File: src/rtl/mul_unit.sv
// Iterative radix-2 shift-add multiplier for the RV32M MUL/MULH/MULHSU/MULHU group.
// Shares the divider's enable/stall/flush/done handshake; one product bit per cycle.
module mul_unit #(
    parameter int N = 32
) (
    input  logic         clk,
    input  logic         rst,
    output logic         done,
    output logic [N-1:0] result,
    input  logic         high,
    input  logic         src1Signed,
    input  logic         src2Signed,
    input  logic [N-1:0] multiplicand,
    input  logic [N-1:0] multiplier,
    input  logic         enable,
    input  logic         stall,
    input  logic         flush
);

    localparam int CW = $clog2(N);

    typedef enum logic [1:0] {
        S_INIT    = 2'd0,
        S_PROCESS = 2'd1,
        S_DONE    = 2'd2
    } state_t;

    state_t            r_state;
    logic              r_high;
    logic              r_negate;
    logic [N-1:0]      r_mcand;
    logic [2*N-1:0]    r_prod;
    logic [CW-1:0]     r_count;

    state_t            w_nextState;
    logic              w_nextHigh;
    logic              w_nextNegate;
    logic [N-1:0]      w_nextMcand;
    logic [2*N-1:0]    w_nextProd;
    logic [CW-1:0]     w_nextCount;

    logic              w_s1;
    logic              w_s2;
    logic [N-1:0]      w_mag1;
    logic [N-1:0]      w_mag2;
    logic              w_zero;
    logic [N:0]        w_addend;
    logic [N:0]        w_sum;
    logic [2*N-1:0]    w_final;
    logic              w_lastCount;

    // Operand magnitudes: the most negative value negates to itself, which read
    // as unsigned is exactly its magnitude, so no extra width is needed.
    assign w_s1   = src1Signed & multiplicand[N-1];
    assign w_s2   = src2Signed & multiplier[N-1];
    assign w_mag1 = w_s1 ? -multiplicand : multiplicand;
    assign w_mag2 = w_s2 ? -multiplier : multiplier;
    assign w_zero = (multiplicand == '0) || (multiplier == '0);

    assign w_addend    = r_prod[0] ? {1'b0, r_mcand} : '0;
    assign w_sum       = {1'b0, r_prod[2*N-1:N]} + w_addend;
    assign w_final     = r_negate ? -r_prod : r_prod;
    assign w_lastCount = (r_count == CW'(N - 1));

    always_ff @(posedge clk) begin
        if (rst || flush) begin
            r_state  <= S_INIT;
            r_high   <= 1'b0;
            r_negate <= 1'b0;
            r_mcand  <= '0;
            r_prod   <= '0;
            r_count  <= '0;
        end else if (!stall) begin
            r_state  <= w_nextState;
            r_high   <= w_nextHigh;
            r_negate <= w_nextNegate;
            r_mcand  <= w_nextMcand;
            r_prod   <= w_nextProd;
            r_count  <= w_nextCount;
        end
    end

    always_comb begin
        w_nextState  = r_state;
        w_nextHigh   = r_high;
        w_nextNegate = r_negate;
        w_nextMcand  = r_mcand;
        w_nextProd   = r_prod;
        w_nextCount  = r_count;
        done         = 1'b0;
        result       = '0;

        case (r_state)
            S_INIT: begin
                if (enable) begin
                    w_nextHigh   = high;
                    w_nextNegate = w_s1 ^ w_s2;
                    w_nextMcand  = w_mag1;
                    w_nextCount  = '0;
                    if (w_zero) begin
                        w_nextProd  = '0;
                        w_nextState = S_DONE;
                    end else begin
                        w_nextProd  = {{N{1'b0}}, w_mag2};
                        w_nextState = S_PROCESS;
                    end
                end
            end

            S_PROCESS: begin
                w_nextProd  = {w_sum, r_prod[N-1:1]};
                w_nextCount = r_count + CW'(1);
                if (w_lastCount) begin
                    w_nextState = S_DONE;
                end
            end

            S_DONE: begin
                done         = 1'b1;
                result       = r_high ? w_final[2*N-1:N] : w_final[N-1:0];
                w_nextState  = S_INIT;
                w_nextHigh   = 1'b0;
                w_nextNegate = 1'b0;
                w_nextMcand  = '0;
                w_nextProd   = '0;
                w_nextCount  = '0;
            end

            default: begin
                w_nextState = S_INIT;
            end
        endcase
    end

endmodule

File: config.mk
export PLATFORM = sky130hd
export DESIGN_NAME = mul_unit
export DESIGN_NICKNAME = d
export VERILOG_FILES = /design/src/rtl/mul_unit.sv
export SDC_FILE = /design/constraint.sdc
export NUM_CORES = 1
export LEC_CHECK = 0
export ABC_CLOCK_PERIOD_IN_PS = 3910
export CORE_MARGIN = 5
export CORE_UTILIZATION = 43
export DETAILED_ROUTE_END_ITERATION = 10
export SYNTH_ARGS = -nofsm -noshare
export SYNTH_HDL_FRONTEND = slang
export SYNTH_SLANG_ARGS = --single-unit
File: constraint.sdc
create_clock -name clk -period 3.91 [get_ports clk]
set_clock_uncertainty 0.2 [all_clocks]
set_input_delay 0.391 -clock clk [delete_from_list [all_inputs] [get_ports clk]]
set_output_delay 0.391 -clock clk [all_outputs]
set_load 0.01 [all_outputs]
Yosys cells after proc, flatten, opt, wreduce, memory -nomap -nowiden
Index checks and enable logic that the tools add are counted.
{"block": "word_totals", "regBits": 105, "inputBits": 72, "output_inout_bits": 33, "elab_cells": 52}
{"block": "classes", "addsub": 5, "n_eq_ne": 5, "n_mux": 22, "n_bitwise": 4, "reduce_logical": 10}
{"operator": "2-to-1 mux 32 bit", "count": 7}
{"operator": "one-hot mux 64 bit (3 select lines)", "count": 1}
{"operator": "2-to-1 mux 64 bit", "count": 2}
{"operator": "logical NOT 32 bit", "count": 2}
{"operator": "negation 32 bit", "count": 2}
{"operator": "negation 64 bit", "count": 1}
{"operator": "one-hot mux 32 bit (2 select lines)", "count": 1}
{"operator": "adder 32 x 32 -> 33 bit", "count": 1}
{"operator": "one-hot mux 5 bit (3 select lines)", "count": 1}
{"operator": "AND reduction 3 bit", "count": 3}
{"operator": "2-to-1 mux 2 bit", "count": 3}
{"operator": "adder 5 x 1 -> 5 bit (second input constant)", "count": 1}
{"operator": "== test 5 bit (second input constant)", "count": 1}
{"operator": "2-to-1 mux 5 bit", "count": 1}
{"operator": "inequality test 2 bit (second input constant)", "count": 2}
{"operator": "one-hot mux 1 bit (2 select lines)", "count": 2}
{"operator": "one-hot mux 2 bit (2 select lines)", "count": 1}
{"operator": "2-to-1 mux 1 bit", "count": 3}
{"operator": "nonzero test 3 bit", "count": 1}
{"operator": "bitwise AND 1 bit", "count": 2}
{"operator": "== test 2 x 1 -> 1 bit (second input constant)", "count": 1}
{"operator": "== test 2 bit (second input constant)", "count": 1}
{"operator": "logical NOT 2 bit", "count": 1}
{"operator": "logical OR 1 bit", "count": 2}
{"operator": "3 further kinds", "count": 3}

Longest topological paths before layout
Gate-level depths: netlist (run 1).
{"block": "depth", "depth_word": 5, "ltp_mapped": 12}

Worst setup path before layout (run 1)
Ideal clock, no wire load.
{"block": "synth_timing", "kind": "register to output", "from": "reg r_prod[11]", "to": "out result[28]", "arrival_time_ns": 2.555, "required_time_ns": 3.319, "path_slack_ns": 0.764, "stages_incl_launch_ff": 9, "path_cell_list": "dfxtp_1 or4_4 or4_4 or3_1 buf_6 o31ai_2 xnor2_1 nor2_1 a211oi_1"}
{"block": "synth_between", "elab_chain_cells": 4}
{"element": "from (decl)", "line_no": "32", "source": "logic [2*N-1:0] r_prod;"}
{"element": "from (signal assigned)", "line_no": "78", "source": "r_prod <= w_nextProd;"}
{"element": "negation 64 bit", "line_no": "62", "source": "assign w_final = r_negate ? -r_prod : r_prod;"}
{"element": "2-to-1 mux 64 bit", "line_no": "62"}
{"element": "2-to-1 mux 32 bit", "line_no": "120", "source": "result = r_high ? w_final[2*N-1:N] : w_final[N-1:0];"}
{"element": "2-to-1 mux 32 bit", "line_no": "93", "source": "case (r_state)"}
{"element": "to (decl)", "line_no": "9", "source": "output logic [N-1:0] result,"}
Every way passes these cells.

Final worst setup path (run 1)
{"block": "layout_timing", "from": "reg r_prod[12]", "to": "out result[12]"}
{"block": "layout_between", "elab_chain_cells": 4}
{"element": "negation 64 bit", "line_no": "62"}
{"element": "2-to-1 mux 64 bit (*)", "line_no": "62"}
{"element": "2-to-1 mux 32 bit (*)", "line_no": "120"}
{"element": "2-to-1 mux 32 bit (*)", "line_no": "93"}
Every way passes the cells marked *; elsewhere a longest branch is shown, timed or not.

==> out/metrics.csv, run 1 <==
metric,value,unit
main combinational cell family by area after synthesis,compound AO/OA/AOI/OAI gates,
area fraction in compound gates after synthesis,0.292,
Slew @ Worst Pin,1.14,ns
total nets after synthesis,1313,
achievable frequency,265,MHz
ys flop type,dfxtp_1,
clock slew at the register clock pins of the worst setup and hold paths,0.07,ns
"share of synthesized cell area in full adder, half adder and majority cells",0.0591,
Max Root-Sink Buffers,2,
ANT nets after route,0,
total half-perimeter wirelength after legalization and detailed placement,25200,um
part of the cycle the worst path needs,0.967,
"slowest stage delay, CP",0.58,ns
first-pass GRT wire length,49400,um
ratio of total power to cell area,236,nW/um2
fraction of the core area covered by cells at the end of the flow,0.533,
DR vias/cell,5.97,
register bit total from synthesis,105,
Avg Synthesized Cell Area,7.53,um2
pre-CTS setup slack,0.187,ns
synth top area cells,"dfxtp_1 23%, xor2_1 7.3%, o21ai_0 6.2%",
Residual DRC,0,
die footprint,24000,um2
startpoint class of the critical path,flop,
worst hold-check slack,0.249,ns
crit-path max FO,7,
"Cell Chain, Critical Path",or4_4 -> or4_4 -> or3_4 -> buf_4 -> o41ai_2 -> xor2_1 -> o22ai_1 -> dlygate4sd2_1,
Total Power,2.62,mW
multiplexer area fraction after synthesis,0.00582,
number of buffers inserted by hold repair at cts,0,
number of antenna violations at the first check in global routing,0,
leakage power total,4.35,nW
critical path's slowest cell,or4_4,
critical path capture point type,primary output,
run status,"complete, no violations",
class of the most critical setup path,flop to primary output,
portion of total power attributed to sequential cells,0.427,
number of antenna diodes,0,
top cell family by delay on the critical path,simple AND/OR/NAND/NOR gates,
xor and xnor area share after synthesis,0.130,
clock insertion delay at the later pin of the skew report,0.36,ns
H-tree Lvls,3,
switching part of the total power,0.314,
worst-case register-to-register setup slack,0.34,ns
part of the power in combinational logic,0.231,
net total in the final layout,1436,
CTS tree,done,
portion of the post-synthesis area used by sequential elements,0.233,
number of buffers created by CTS,9,
number of global-route vias before repair,8735,
routed wire length,31900,um
number of port buffers,104,
dpl cells,1578,
number of cells produced by synthesis,1199,
setup slack after layout,0.131,ns
biggest area consumer among synthesized cells,dfxtp_1,
Final Max Slew Viols,0,
Post-Place Cell Area,10700,um2
unrepaired setup endpoints after global routing,no,
Filler cells,2065,
starting DRC count in detailed routing,872,
area of the core region,20800,um2
worst min-delay path class,flop to flop,
Simple-Gate Fraction of Synth Area,0.236,
final hold violations,0,
I/O Pins,105,
critical path buffer and inverter count,2,
net switching power of the design,823,uW
share of power burned in the clock network,0.342,
GRT Residual Overflow,0,
global-route usage over all layers,0.254,
max cap viols,0,
largest net degree at the start of global routing,40,
most used cell along the critical path,or4_4,
die width,155,um
Internal Power,1.80,mW
initial core utilization,0.433,
layout cells sized above 1,0.109,
critical path data required time,3.32,ns
cell at the root of the clock tree,clkbuf_16,
Synth top area share,0.233,
"number of standard cells in the layout, taps in and fillers out",1602,
number of warnings printed during yosys synthesis,0,
remaining max-slew budget at the tightest pin,0.242,
post-synth design cell area,9020,um2
count of flip-flops with a built-in enable after synthesis,0,
total setup violations reported at the end of the flow,0,
TritonCTS Sinks,105,
shortest period the worst path allows,3.78,ns
placement row count,53,
worst vdd ir,175,uV
crit path DAT,3.19,ns
chip height,155,um
setup TNS,0,ns
final non-filler cell area,11100,um2
proportion of synthesized flip-flops having asynchronous set or reset,0,
average wire per standard cell,19.9,um
placer congestion estimate,0.997,
distinct cell type count of the synthesized netlist,74,
total via count after detailed routing,9561,
first-pass detailed-route iteration total,7,
layout overhead on the synthesized area,22.9,%
==> Yosys cell counts, drive strengths merged, types with 3 or more instances <==
master and instances:
nor2 120, o21ai 114, dfxtp 105, nand2 101
a21oi 79, xor2 75, clkbuf 61, xnor2 59
ha 41, and2 36, inv 33, a221oi 32
nor3 32, o31ai 26, or3 24, nand3 23
o22ai 22, a22oi 20, a211oi 17, nor4 16
o41ai 16, or4 14, a31oi 13, nand4 13
a21o 12, a32o 7, or2 7, and3 6
buf 6, o21bai 6, nand2b 5, nand3b 5
o21a 5, nor2b 4, o2111ai 4, a22o 3
mux2i 3, nand4b 3, nor3b 3, o211ai 3
==> worst min-delay path, stage by stage (launching register included) <==
cell and delay [ns]:
dfxtp_1 0.32, nand2_1 0.04, o21ai_0 0.05
==> cell families after synthesis <==
group / after synthesis
compound gates: 395
xor+xnor: 134
fa+ha+maj: 42
buf+inv: 101
flops: 105
mux: 5
simple gates: 417
==> cell usage in the layout, fill, tap and decap left out, drive strengths merged, types with 12 or more instances in the layout <==
cell / instances
a211oi: 17
a21o: 12
a21oi: 79
a221oi: 32
a22oi: 20
a31oi: 13
and2: 36
buf: 75
clkdlybuf4s50: 76
dfxtp: 105
dlygate4sd2: 23
ha: 41
inv: 35
nand2: 101
nand3: 23
nand4: 13
nor2: 120
nor3: 32
nor4: 16
o21ai: 114
o22ai: 22
o31ai: 26
o41ai: 16
or3: 24
or4: 14
xnor2: 59
xor2: 75
==> worst paths after layout <==
path | start | depth (start not counted) | end
worst min-delay path | r_mcand[19] | 2 | r_mcand[19]
worst max-delay path | r_prod[12] | 8 | result[12]
worst max register to register | r_prod[0] | 12 | r_prod[61]
worst min register to register | r_mcand[19] | 2 | r_mcand[19]
==> registers in the layout, summed over array words and instances (netlist names) <==
register / flops
r_mcand: 32
r_high: 1
r_negate: 1
r_state: 2
r_prod: 64
r_count: 5
==> per-layer routing <==
metal / GRT usage / up-vias / part of all wire
met2: 0.382 / 347 / 0.43
met5: 0 / - / 0
met1: 0.378 / 4487 / 0.47
met3: 0.0317 / 42 / 0.067
li1: - / 4685 / -
met4: 0.0795 / 0 / 0.028
==> layout make-up <==
cell class | count | area, um2 | share of cell area
clock buffers | 9 | 225 | 0.0203
clock inverters | 7 | 63.8 | 0.00575
inverters | 34 | 128 | 0.0115
multi-input cells | 993 | 6640 | 0.598
flip-flops and latches | 105 | 2100 | 0.190
well taps | 275 | 344 | 0.0310
repair buffers | 179 | 1590 | 0.144
==> power groups by stage <==
stage	clock network (mW)	logic, mW	registers (mW)
floorplan	0	0.330	1.14
global placement	0	0.557	1.14
detailed placement	0	0.560	1.14
CTS	0.913	0.589	1.12
global route	0.970	0.649	1.12
finish	0.895	0.605	1.12
==> what timing repair did <==
action | in CTS | in global routing
pin swaps | 2 | 1
buffers inserted | 7 | 1
gates resized for setup | 35 | 15
setup endpoints to repair | 26 | 14
(Power assumes the default switching activity.)
==> run 2: changes to the inputs <==
MAX_ROUTING_LAYER = met4   (was not set)
RECOVER_POWER = 50   (was not set)
==> out/metrics.csv, run 2 (synthesis results as in run 1) <==
metric,value,unit
ANT nets after route,0,
max cap viols,0,
setup slack after layout,0.0967,ns
number of flip-flops under the largest register name,64,
run status,"complete, no violations",
achievable frequency,262,MHz
number of antenna violations at the first check in global routing,0,
leakage power total,4.42,nW
total setup violations reported at the end of the flow,0,
initial core utilization,0.433,
remaining max-slew budget at the tightest pin,0.128,
average wire per standard cell,19.8,um
layout cells sized above 1,0.102,
pre-CTS setup slack,0.173,ns
"most common cell after layout, fill and taps aside",nor2_1,
Final Max Slew Viols,0,
clock insertion delay at the later pin of the skew report,0.35,ns
I/O Pins,105,
unrepaired setup endpoints after global routing,yes,
"commonest cells after routing, fill and taps aside","118 x nor2_1, 106 x o21ai_0, 104 x dfxtp_1",
"Cell Chain, Critical Path",or4_4 -> nand4bb_2 -> or3_1 -> o41ai_1 -> xor2_1 -> o22ai_1 -> clkdlybuf4s50_1,
die footprint,24000,um2
placer congestion estimate,1.01,
die width,155,um
crit-path max FO,6,
critical path capture point type,primary output,
total half-perimeter wirelength after legalization and detailed placement,25300,um
CTS tree,done,
GRT Residual Overflow,0,
shortest period the worst path allows,3.81,ns
H-tree Lvls,3,
routed wire length,31700,um
total via count after detailed routing,9597,
worst-case register-to-register setup slack,0.15,ns
number of buffers inserted by hold repair at cts,0,
Worst Reg2Reg Path Length in Cells,12,
layout overhead on the synthesized area,22.9,%
global-route usage over all layers,0.263,
first-pass GRT wire length,49300,um
R2R Path End,r_prod[61],
dpl cells,1582,
worst hold-check slack,0.248,ns
critical path's slowest cell,clkdlybuf4s50_1,
cell at the root of the clock tree,clkbuf_16,
crit path DAT,3.22,ns
placement row count,53,
start point of the worst min-delay path,r_mcand[21],
worst-case hold path end point,r_mcand[21],
worst min-delay path class,flop to flop,
"number of standard cells in the layout, taps in and fillers out",1603,
number of global-route vias before repair,8734,
class of the most critical setup path,flop to primary output,
worst flop-to-flop path startpoint,r_prod[0],
net total in the final layout,1437,
worst vdd ir,173,uV
critical path data required time,3.32,ns
number of port buffers,104,
DR vias/cell,5.99,
first-pass detailed-route iteration total,6,
Biggest register,r_prod,
area of the core region,20800,um2
sequential cell area,2100,um2
TritonCTS Sinks,105,
final hold violations,0,
startpoint class of the critical path,flop,
number of antenna diodes,0,
clock slew at the register clock pins of the worst setup and hold paths,0.08,ns
Slew @ Worst Pin,1.31,ns
Filler cells,2113,
number of cells on the worst hold path,2,
chip height,155,um
registers with the highest flip-flop counts,"r_prod (64), r_mcand (32), r_count (5)",
area of combinational cells with multiple inputs,6610,um2
starting DRC count in detailed routing,923,
Max Root-Sink Buffers,2,
"slowest stage delay, CP",0.57,ns
Residual DRC,0,
part of the cycle the worst path needs,0.975,
ratio of total power to cell area,236,nW/um2
largest net degree at the start of global routing,41,
number of buffers created by CTS,9,
-- run 2: worst max path at each step --
stage	startpoint	end	slack [ns]	depth (start not counted)
CTS	r_prod[12]	result[3]	0.009	9
global route	r_prod[2]	result[31]	-0.07	8
finish	r_prod[12]	result[31]	0.1	7
floorplan	r_prod[11]	result[28]	0.76	8
global placement	r_prod[18]	result[13]	0.20	8
detailed placement	r_prod[12]	result[8]	0.17	8
-- run 2: area by class of cell --
| class | count | share of cell area |
|---|---|---|
| Multi-Input combinational cell | 993 | 0.596 |
| Sequential cell | 105 | 0.190 |
| Timing Repair Buffer | 180 | 0.146 |
| Tap cell | 275 | 0.0310 |
| Clock buffer | 10 | 0.0215 |
| Inverter | 34 | 0.0118 |
| Clock inverter | 6 | 0.00429 |
-- run 2: layer usage --
metal / GRT usage / share of wire / wire (um)
met5: - / 0 / 0
met4: 0.0559 / 0.017 / 527
met3: 0.0426 / 0.074 / 2340
met2: 0.383 / 0.43 / 13700
met1: 0.384 / 0.48 / 15200
-- run 2: where the power goes --
group | internal (mW) | switching, mW
clock | 0.460 | 0.439
combinational | 0.256 | 0.342
sequential | 1.09 | 0.0268
-- run 2: critical path, delay by kind of cell, from the launching register on --
| family | cells | cell delay (ns) |
|---|---|---|
| xor gates and xnor gates | 1 | 0.17 |
| and+or+nand+nor | 3 | 1.22 |
| AOI/OAI and AO/OA | 2 | 0.52 |
| buffers and inverters | 1 | 0.57 |
| DFF | 1 | 0.37 |
-- run 2: stage by stage --
stage | utilization | total power, mW | TNS (ns) | cell area, um2
6_report | 0.533 | 2.61 | 0 | 11100
5_1_grt | 0.533 | 2.73 | -0.105 | 11100
4_1_cts | 0.530 | 2.62 | 0 | 11000
3_5_place_dp | 0.514 | 1.71 | 0 | 10700
3_3_place_gp | 0.514 | 1.70 | 0 | 10700
2_1_floorplan | - | 1.47 | 0 | 9020
-- run 2: repair_timing --
item                       in CTS  in global routing
setup endpoints to repair      27                 17
resized for setup              24                 26
setup buffers                   4                  1
pin swaps                       2                  1
==> run 3: changes to the inputs <==
CORE_UTILIZATION = 30   (was 43)
GPL_TIMING_DRIVEN = 0   (was not set)
==> out/metrics.csv, run 3 (synthesis results as in run 1) <==
metric,value,unit
routed wire length,33300,um
Residual DRC,0,
number of antenna diodes,0,
R2R Path End,r_prod[62],
CTS tree,done,
Final Max Slew Viols,0,
worst vdd ir,170,uV
"commonest cells after routing, fill and taps aside","120 x nor2_1, 109 x o21ai_0, 102 x dfxtp_1",
part of the power in combinational logic,0.226,
final hold violations,0,
initial core utilization,0.305,
max cap viols,0,
shortest period the worst path allows,3.88,ns
final non-filler cell area,11200,um2
critical path endpoint,result[14],
fraction of the core area covered by cells at the end of the flow,0.377,
total via count after detailed routing,9732,
average wire per standard cell,19.4,um
switching part of the total power,0.316,
worst flop-to-flop path startpoint,r_prod[0],
first-pass detailed-route iteration total,6,
remaining max-slew budget at the tightest pin,0.361,
leakage power total,4.13,nW
placer congestion estimate,0.942,
Total Power,2.71,mW
layout overhead on the synthesized area,23.8,%
clock insertion delay at the later pin of the skew report,0.37,ns
I/O Pins,105,
chip height,183,um
Worst Reg2Reg Path Length in Cells,10,
start point of the worst min-delay path,r_mcand[15],
number of buffers created by CTS,9,
Biggest register,r_prod,
class of the most critical setup path,flop to primary output,
number of port buffers,104,
Internal Power,1.85,mW
Slew @ Worst Pin,0.959,ns
crit path DAT,3.29,ns
critical path capture point type,primary output,
portion of total power attributed to sequential cells,0.415,
part of the cycle the worst path needs,0.993,
GRT Residual Overflow,0,
first-pass GRT wire length,51100,um
crit path from,r_prod[11],
number of global-route vias before repair,9045,
ANT nets after route,0,
worst-case register-to-register setup slack,0.18,ns
number of flip-flops under the largest register name,64,
placement row count,63,
sequential cell area,2110,um2
largest net degree at the start of global routing,19,
H-tree Lvls,3,
die width,183,um
crit-path max FO,10,
area of the core region,29600,um2
DR vias/cell,5.66,
number of antenna violations at the first check in global routing,0,
achievable frequency,257,MHz
starting DRC count in detailed routing,722,
share of power burned in the clock network,0.360,
critical path data required time,3.32,ns
global-route usage over all layers,0.196,
worst hold-check slack,0.250,ns
total half-perimeter wirelength after legalization and detailed placement,26600,um
run status,"complete, no violations",
Filler cells,3161,
Max Root-Sink Buffers,2,
ratio of total power to cell area,242,nW/um2
startpoint class of the critical path,flop,
worst min-delay path class,flop to flop,
clock slew at the register clock pins of the worst setup and hold paths,0.08,ns
Post-Place Cell Area,10600,um2
total setup violations reported at the end of the flow,0,
die footprint,33700,um2
registers with the highest flip-flop counts,"r_prod (64), r_mcand (32), r_count (5)",
cell at the root of the clock tree,clkbuf_16,
unrepaired setup endpoints after global routing,yes,
area of combinational cells with multiple inputs,6800,um2
net switching power of the design,855,uW
TritonCTS Sinks,105,
layout cells sized above 1,0.0836,
"most common cell after layout, fill and taps aside",nor2_1,
number of buffers inserted by hold repair at cts,0,
net total in the final layout,1437,
[run 3: cell types whose count changed in the layout (fill, tap and decap cells not counted), moves of 6 or more]
cell             change
clkbuf_1            +52
clkdlybuf4s50_1      -6
o22ai_2             +10
o22ai_1             -10
buf_4               -60
dlymetal6s2s_1       -7
[run 3: critical path, stage by stage (launching register included)]
cell and delay (ns):
dfxtp_2 0.37, or4_4 0.58, or4_4 0.49, or3_1 0.35
buf_6 0.17, o41ai_2 0.24, xor2_1 0.28, a21oi_2 0.12
dlygate4sd2_1 0.33
[run 3: cell type report]
class                      instances  area share
sequential                       105       0.188
multi-input combinational        993       0.608
tap                              390      0.0437
buffer                            67      0.0243
clock buffer                       9      0.0202
clock inverter                     7     0.00694
inverter                          34      0.0114
timing repair buffer             113      0.0967
[run 3: worst min path at each step]
stage	slack (ns)	cells past startpoint	endpoint
final	0.25	2	r_mcand[15]
after global routing	0.27	2	r_mcand[23]
after CTS	0.26	2	r_mcand[23]
after detailed placement	0.24	2	r_mcand[13]
after global placement	0.23	2	r_mcand[13]
after floorplan	0.22	2	r_mcand[11]
[run 3: timing repair]
item                                    in CTS  in global routing
setup buffers                                7                  2
pin swaps                                    6                 12
resized for setup                           78                 31
endpoints found under the setup margin      33                 23
[run 3: metrics by stage]
stage	std cells	TNS (ns)	worst slack [ns]
after floorplan	1199	0	0.764
after global placement	1693	-0.307	-0.106
after detailed placement	1693	-0.458	-0.194
after CTS	1716	-0.0467	-0.0467
after global routing	1718	-0.203	-0.0668
final	1718	0	0.0255
[run 3: routing by layer]
metal  part of all wire  track usage
met4              0.029       0.0632
met3              0.058       0.0235
met2               0.44        0.285
met5                  0            -
met1               0.48        0.281
[run 3: power groups by stage]
stage / Combinational (mW) / Clock (mW) / Sequential (mW)
4_1_cts: 0.589 / 0.985 / 1.12
3_3_place_gp: 0.541 / 0 / 1.15
2_1_floorplan: 0.330 / 0 / 1.14
3_5_place_dp: 0.544 / 0 / 1.15
6_report: 0.611 / 0.975 / 1.12
5_1_grt: 0.661 / 1.02 / 1.13
